--- config.mk ---
export PLATFORM = sky130hd
export DESIGN_NAME = mem_bus_arbiter
export DESIGN_NICKNAME = d
export VERILOG_FILES = /design/src/rtl/cpu_pkg.sv /design/src/rtl/mem_arb_pick.sv /design/src/rtl/mem_bus_arbiter.sv
export SDC_FILE = /design/constraint.sdc
export NUM_CORES = 1
export LEC_CHECK = 0
export ABC_CLOCK_PERIOD_IN_PS = 1840
export BUFFER_PORTS_ARGS = -buffer_cell sky130_fd_sc_hd__buf_2
export CORE_UTILIZATION = 43
export DETAILED_ROUTE_END_ITERATION = 7
export PLACE_DENSITY = 0.76
export SETUP_SLACK_MARGIN = 0.15
export SYNTH_ARGS = -nofsm -noshare
export SYNTH_HDL_FRONTEND = slang
export SYNTH_SLANG_ARGS = --single-unit
--- constraint.sdc ---
create_clock -name clk -period 1.84 [get_ports clk]
set_clock_uncertainty 0.15 [all_clocks]
set_input_delay 0.092 -clock clk [delete_from_list [all_inputs] [get_ports clk]]
set_output_delay 0.092 -clock clk [all_outputs]
set_load 0.01 [all_outputs]
--- src/rtl/cpu_pkg.sv ---
// Shared encodings and default bus widths for the CPU core, its memory arbiter and the memory.
package cpu_pkg;

    localparam int ADDR_W_DEF = 8;
    localparam int DATA_W_DEF = 16;

    typedef enum logic [1:0] {
        ARB_IDLE  = 2'd0,
        ARB_ISSUE = 2'd1,
        ARB_WAIT  = 2'd2,
        ARB_RESP  = 2'd3
    } arb_state_t;

    typedef enum logic {
        OWN_CPU = 1'b0,
        OWN_LD  = 1'b1
    } owner_t;

    // Saturating increment used by the loader anti-starvation counter.
    function automatic logic [3:0] sat_inc4(input logic [3:0] val, input logic [3:0] lim);
        logic [3:0] res;
        if (val >= lim) begin
            res = lim;
        end else begin
            res = val + 4'd1;
        end
        return res;
    endfunction

endpackage

--- src/rtl/mem_arb_pick.sv ---
// Combinational winner selection between the CPU and loader memory ports.
module mem_arb_pick
    import cpu_pkg::*;
(
    input  logic   i_cpu_req,
    input  logic   i_ld_req,
    input  logic   i_ld_lock,
    input  logic   i_wait_full,
    output logic   o_grant_valid,
    output owner_t o_grant_owner
);

    // Priority: lock, starvation override, CPU, loader.
    always_comb begin
        o_grant_valid = 1'b0;
        o_grant_owner = OWN_CPU;
        if (i_ld_lock) begin
            o_grant_valid = i_ld_req;
            o_grant_owner = OWN_LD;
        end else if (i_ld_req && i_wait_full) begin
            o_grant_valid = 1'b1;
            o_grant_owner = OWN_LD;
        end else if (i_cpu_req) begin
            o_grant_valid = 1'b1;
            o_grant_owner = OWN_CPU;
        end else if (i_ld_req) begin
            o_grant_valid = 1'b1;
            o_grant_owner = OWN_LD;
        end else begin
            o_grant_valid = 1'b0;
            o_grant_owner = OWN_CPU;
        end
    end

endmodule

--- src/rtl/mem_bus_arbiter.sv ---
// Shares the single-port memory between the CPU port and the loader/debug port,
// one transaction at a time: grant, memory strobe, read latency wait, ack.
module mem_bus_arbiter
    import cpu_pkg::*;
#(
    parameter int ADDR_W   = ADDR_W_DEF,
    parameter int DATA_W   = DATA_W_DEF,
    parameter int MEM_LAT  = 1,
    parameter int WAIT_MAX = 4
) (
    input  logic              clk,
    input  logic              rst,
    input  logic              cpu_req,
    input  logic              cpu_we,
    input  logic [ADDR_W-1:0] cpu_addr,
    input  logic [DATA_W-1:0] cpu_wdata,
    output logic              cpu_ack,
    output logic [DATA_W-1:0] cpu_rdata,
    output logic              cpu_stall,
    input  logic              ld_req,
    input  logic              ld_we,
    input  logic [ADDR_W-1:0] ld_addr,
    input  logic [DATA_W-1:0] ld_wdata,
    output logic              ld_ack,
    output logic [DATA_W-1:0] ld_rdata,
    input  logic              ld_lock,
    output logic              mem_en,
    output logic              mem_we,
    output logic [ADDR_W-1:0] mem_addr,
    output logic [DATA_W-1:0] mem_wdata,
    input  logic [DATA_W-1:0] mem_rdata,
    output logic              owner,
    output logic              busy
);

    localparam logic [2:0] LAT_INIT = 3'(MEM_LAT);
    localparam logic [3:0] WAIT_LIM = 4'(WAIT_MAX);

    arb_state_t        r_state;
    owner_t            r_owner;
    logic [2:0]        r_lat_cnt;
    logic [3:0]        r_wait_cnt;
    logic              r_cpu_ack;
    logic              r_ld_ack;
    logic [DATA_W-1:0] r_cpu_rdata;
    logic [DATA_W-1:0] r_ld_rdata;
    logic              r_mem_en;
    logic              r_mem_we;
    logic [ADDR_W-1:0] r_mem_addr;
    logic [DATA_W-1:0] r_mem_wdata;

    logic              w_grant_valid;
    owner_t            w_grant_owner;
    logic              w_wait_full;

    assign w_wait_full = (r_wait_cnt == WAIT_LIM);

    mem_arb_pick u_pick (
        .i_cpu_req     (cpu_req),
        .i_ld_req      (ld_req),
        .i_ld_lock     (ld_lock),
        .i_wait_full   (w_wait_full),
        .o_grant_valid (w_grant_valid),
        .o_grant_owner (w_grant_owner)
    );

    // Transaction sequencer: grant latch, memory strobe, latency count, capture and ack.
    always_ff @(posedge clk or negedge rst) begin
        if (!rst) begin
            r_state     <= ARB_IDLE;
            r_owner     <= OWN_CPU;
            r_lat_cnt   <= 3'd0;
            r_wait_cnt  <= 4'd0;
            r_cpu_ack   <= 1'b0;
            r_ld_ack    <= 1'b0;
            r_cpu_rdata <= '0;
            r_ld_rdata  <= '0;
            r_mem_en    <= 1'b0;
            r_mem_we    <= 1'b0;
            r_mem_addr  <= '0;
            r_mem_wdata <= '0;
        end else begin
            case (r_state)
                ARB_IDLE: begin
                    r_cpu_ack <= 1'b0;
                    r_ld_ack  <= 1'b0;
                    if (w_grant_valid) begin
                        r_state  <= ARB_ISSUE;
                        r_owner  <= w_grant_owner;
                        r_mem_en <= 1'b1;
                        if (w_grant_owner == OWN_LD) begin
                            r_mem_we    <= ld_we;
                            r_mem_addr  <= ld_addr;
                            r_mem_wdata <= ld_wdata;
                            r_wait_cnt  <= 4'd0;
                        end else begin
                            r_mem_we    <= cpu_we;
                            r_mem_addr  <= cpu_addr;
                            r_mem_wdata <= cpu_wdata;
                            if (ld_req) begin
                                r_wait_cnt <= sat_inc4(r_wait_cnt, WAIT_LIM);
                            end else begin
                                r_wait_cnt <= r_wait_cnt;
                            end
                        end
                    end else begin
                        r_state <= ARB_IDLE;
                    end
                end
                ARB_ISSUE: begin
                    r_mem_en  <= 1'b0;
                    r_mem_we  <= 1'b0;
                    r_lat_cnt <= LAT_INIT;
                    // r_mem_we still holds the latched direction of this transaction.
                    if (r_mem_we) begin
                        r_state <= ARB_RESP;
                        if (r_owner == OWN_LD) begin
                            r_ld_ack <= 1'b1;
                        end else begin
                            r_cpu_ack <= 1'b1;
                        end
                    end else begin
                        r_state <= ARB_WAIT;
                    end
                end
                ARB_WAIT: begin
                    if (r_lat_cnt <= 3'd1) begin
                        r_lat_cnt <= 3'd0;
                        r_state   <= ARB_RESP;
                        if (r_owner == OWN_LD) begin
                            r_ld_rdata <= mem_rdata;
                            r_ld_ack   <= 1'b1;
                        end else begin
                            r_cpu_rdata <= mem_rdata;
                            r_cpu_ack   <= 1'b1;
                        end
                    end else begin
                        r_lat_cnt <= r_lat_cnt - 3'd1;
                    end
                end
                ARB_RESP: begin
                    r_cpu_ack <= 1'b0;
                    r_ld_ack  <= 1'b0;
                    r_state   <= ARB_IDLE;
                end
                default: begin
                    r_state   <= ARB_IDLE;
                    r_mem_en  <= 1'b0;
                    r_mem_we  <= 1'b0;
                    r_cpu_ack <= 1'b0;
                    r_ld_ack  <= 1'b0;
                end
            endcase
        end
    end

    assign cpu_ack   = r_cpu_ack;
    assign ld_ack    = r_ld_ack;
    assign cpu_rdata = r_cpu_rdata;
    assign ld_rdata  = r_ld_rdata;
    assign mem_en    = r_mem_en;
    assign mem_we    = r_mem_we;
    assign mem_addr  = r_mem_addr;
    assign mem_wdata = r_mem_wdata;
    assign owner     = r_owner;
    assign busy      = (r_state != ARB_IDLE);
    // Stall must follow the live request, so it is the only output with a combinational input term.
    assign cpu_stall = cpu_req & ~r_cpu_ack;

endmodule

==> flow_summary.ini <==
[run_status]
status = complete, but fails checks
violations = negative setup slack

[yosys]
synth_cell_types = 30
synth_edf_count = 0
synth_top_cell_by_area = dfrtp_1
synth_nets = 337
synthTopCellsByArea = dfrtp_1 (56%), mux2_2 (12%), mux2i_1 (8.0%)
yosysMostFrequentCell = dfrtp_1
synthFlopType = dfrtp_1
ys_ff_latch = 70
synth_area_um2 = 3114
synth_common_cells = dfrtp_1 (70), mux2_2 (32), nand2_1 (32)
synthArstFlopShare_pct = 100.0
yosys.area.top_type_share_pct = 56.25
synth_cells = 259
syn_area_per_cell_um2 = 12.02
ys_seq_area_share_pct = 56.25
ys_warn_count = 0

[clock_network]
cts.sinks = 70
root_buffer = clkbuf_8
htree_levels = 3
cts_buffer_depth = 2
clk_latency_ns = 0.34
clk_pin_slew_ns = 0.08
cts_made_buffers = 9
cts_tree = yes

[power]
seqPwrFrac_pct = 33.6
vdd_ir_drop_max_mv = 0.7321
p_leak_nw = 2.587
power.internal_mw = 5.146
finalPower_mw = 8.178
p_switching_mw = 3.032
power_density_nw_per_um2 = 1540
pwr-share-clk_pct = 15.3
swShare_pct = 37.07
combinationalPowerShare_pct = 51.1

[floorplan]
core_area_um2 = 6907
die_area_um2 = 7586
num_rows = 30
initial_core_util_pct = 45.09
chipWidth_um = 87.10
num_io_pins = 134
die_h_um = 87.10

[placement]
gp_congestion = 0.7917
portBuffers = 133
placed_cells = 488
dp_hpwl_mm = 5.029
place_area_um2 = 3990

[cells_and_area]
multi_input_area_um2 = 1466
final_cell_area_um2 = 5309
final_nets = 565
layout-drive-gt1-share_pct = 47.36
register_area_um2 = 1753
area_growth_pct = 70.47
fill_cells = 452
antenna_cells = 0
fin_cells = 588
final_core_util_pct = 76.87

[timing]
setup_tns_ns = -0.8163
setup_viol = 45
fmax_ghz = 0.5319
worst_slew_pin_slew_ns = 0.3863
min_period_over_period_pct = 102.2
finalMaxSlewViolations = 0
slew_headroom_pct = 74.25
fin_ws_ns = -0.04014
timing.final.hold_violations = 0
final.min_clock_period_ns = 1.880
rsz0062_at_grt = yes

[global_route]
grt_max_degree = 71
grt-busiest-layer = met2
antenna_found_initial = 0
grt_pass1_vias = 2979
grtUsageMet3_pct = 6.351
grt-ovfl-total = 0
met2_usage_pct = 44.74
grt_use_met1_pct = 27.76
grt_pass1_wl_mm = 13.99
gr-usage-all-layers_pct = 24.65

[setup_path]
crit_fanout = 8
worstSetupEndpointType = flip-flop
worst-setup-path-type = flip-flop to flip-flop
arrival_ns = 1.96
crit_path_start_kind = flip-flop
reg2reg_from = r_state[0]
worstReg2RegEnd = cpu_rdata[3]
reg2reg_slack_ns = -0.04
reg2regPathDepth = 7
cp.required_ns = 1.92

[detailed_routing]
drc = 0
wirelength_mm = 9.854
drt_iter0_markers = 118
via_count = 2869
ant_nets = 0
wire_per_inst_um = 16.76
vias_per_cell = 4.879
drt_pre_antenna_iters = 4

[worst_hold_path]
min_path_cells = 3
hold-path-endpoint = r_wait_cnt[0]
min-delay-path-class = input pin to flip-flop
hold_path.startpoint = ld_req

[flow_run]
maxCapViolCount = 0
-- power groups by stage --
stage                     combinational (mW)  sequential, mW  clock [mW]
final                                   4.18            2.75        1.25
after detailed placement                3.15            2.70           0
after floorplan                         1.52            3.00           0
after global routing                    4.48            2.82        1.35
after CTS                               3.63            2.70        1.27
after global placement                  3.02            2.68           0
-- worst max path at each step --
stage,start,end,slack [ns],depth (start not counted)
floorplan,r_state[0],cpu_rdata[10],-0.08,6
CTS,r_wait_cnt[1],mem_wdata[0],0.02,7
detailed placement,r_state[0],cpu_rdata[12],0.006,6
global route,r_wait_cnt[1],mem_wdata[0],-0.15,8
finish,r_state[0],cpu_rdata[3],-0.04,7
global placement,r_state[0],cpu_rdata[9],0.06,6
-- registers in the layout (all words and copies together), names as in the netlist --
register,cells
r_lat_cnt,3
owner,1
mem_addr,8
r_wait_cnt,4
mem_en,1
r_state,2
mem_we,1
ld_rdata,16
cpu_rdata,16
cpu_ack,1
ld_ack,1
mem_wdata,16
-- critical path, stage by stage (launching register included) --
cell	delay (ns)
dfrtp_1	0.40
inv_2	0.12
ha_4	0.17
inv_4	0.05
nor4_4	0.25
buf_6	0.17
buf_12	0.14
mux2_4	0.31
-- layout by cell type, fill, tap and decap left out, types with 2 or more instances in the layout --
cell type,n
o22ai_1,2
dfrtp_1,69
ha_2,2
buf_2,133
inv_1,8
nor2b_1,4
buf_6,6
a21oi_1,6
inv_2,2
buf_12,6
nor2_1,3
ha_4,3
mux2i_2,2
o21ai_0,9
mux2_4,21
clkbuf_16,3
ha_1,2
nand2_1,32
o21ai_1,21
clkinv_2,3
a21oi_2,2
a31oi_4,2
buf_4,10
mux2_2,11
nand3_1,3
o21ai_4,2
clkbuf_8,10
mux2i_1,22
dlygate4sd3_1,68
nand2b_1,3
-- kinds of logic (layout without fill, tap and decap cells) --
kind of cell / count (synthesis) / count (layout) / share of synthesized area, %
flops: 70 / 70 / 56.25
mux: 57 / 57 / 19.61
simple gates: 53 / 53 / 8.357
compound gates: 50 / 50 / 8.880
buf+inv: 22 / 255 / 4.098
fa+ha+maj: 7 / 7 / 2.812
-- routing by layer --
layer	part of all wire, %	up-vias
met5	0	-
met4	3.9	0
met3	4.4	35
met2	54	99
met1	38	1380
li1	-	1355
-- final cells by class --
type | instances | area share (%)
sequential | 70 | 33.02
timing repair buffer | 228 | 32.52
multi-input combinational | 167 | 27.62
clock buffer | 10 | 2.593
tap | 96 | 2.263
clock inverter | 6 | 1.155
inverter | 11 | 0.8249
-- stage by stage --
| step | hold WS (ns) | setup slack [ns] |
|---|---|---|
| 2_1_floorplan | -0.3536 | -0.07900 |
| 3_3_place_gp | -0.008319 | 0.05612 |
| 3_5_place_dp | -0.001759 | 0.006286 |
| 4_1_cts | 0.05565 | 0.01559 |
| 5_1_grt | 0.09229 | -0.1503 |
| 6_report | 0.06417 | -0.04014 |
-- timing repair --
action / in CTS / in global routing
pin swaps: 1 / 4
gates cloned: 1 / 4
endpoints found under the setup margin: 60 / 62
endpoints found under the hold margin: 129 / 0
buffers inserted: 7 / 4
resized for setup: 21 / 36
hold buffers: 68 / 0
No activity file was read; power rests on OpenSTA's default activity.
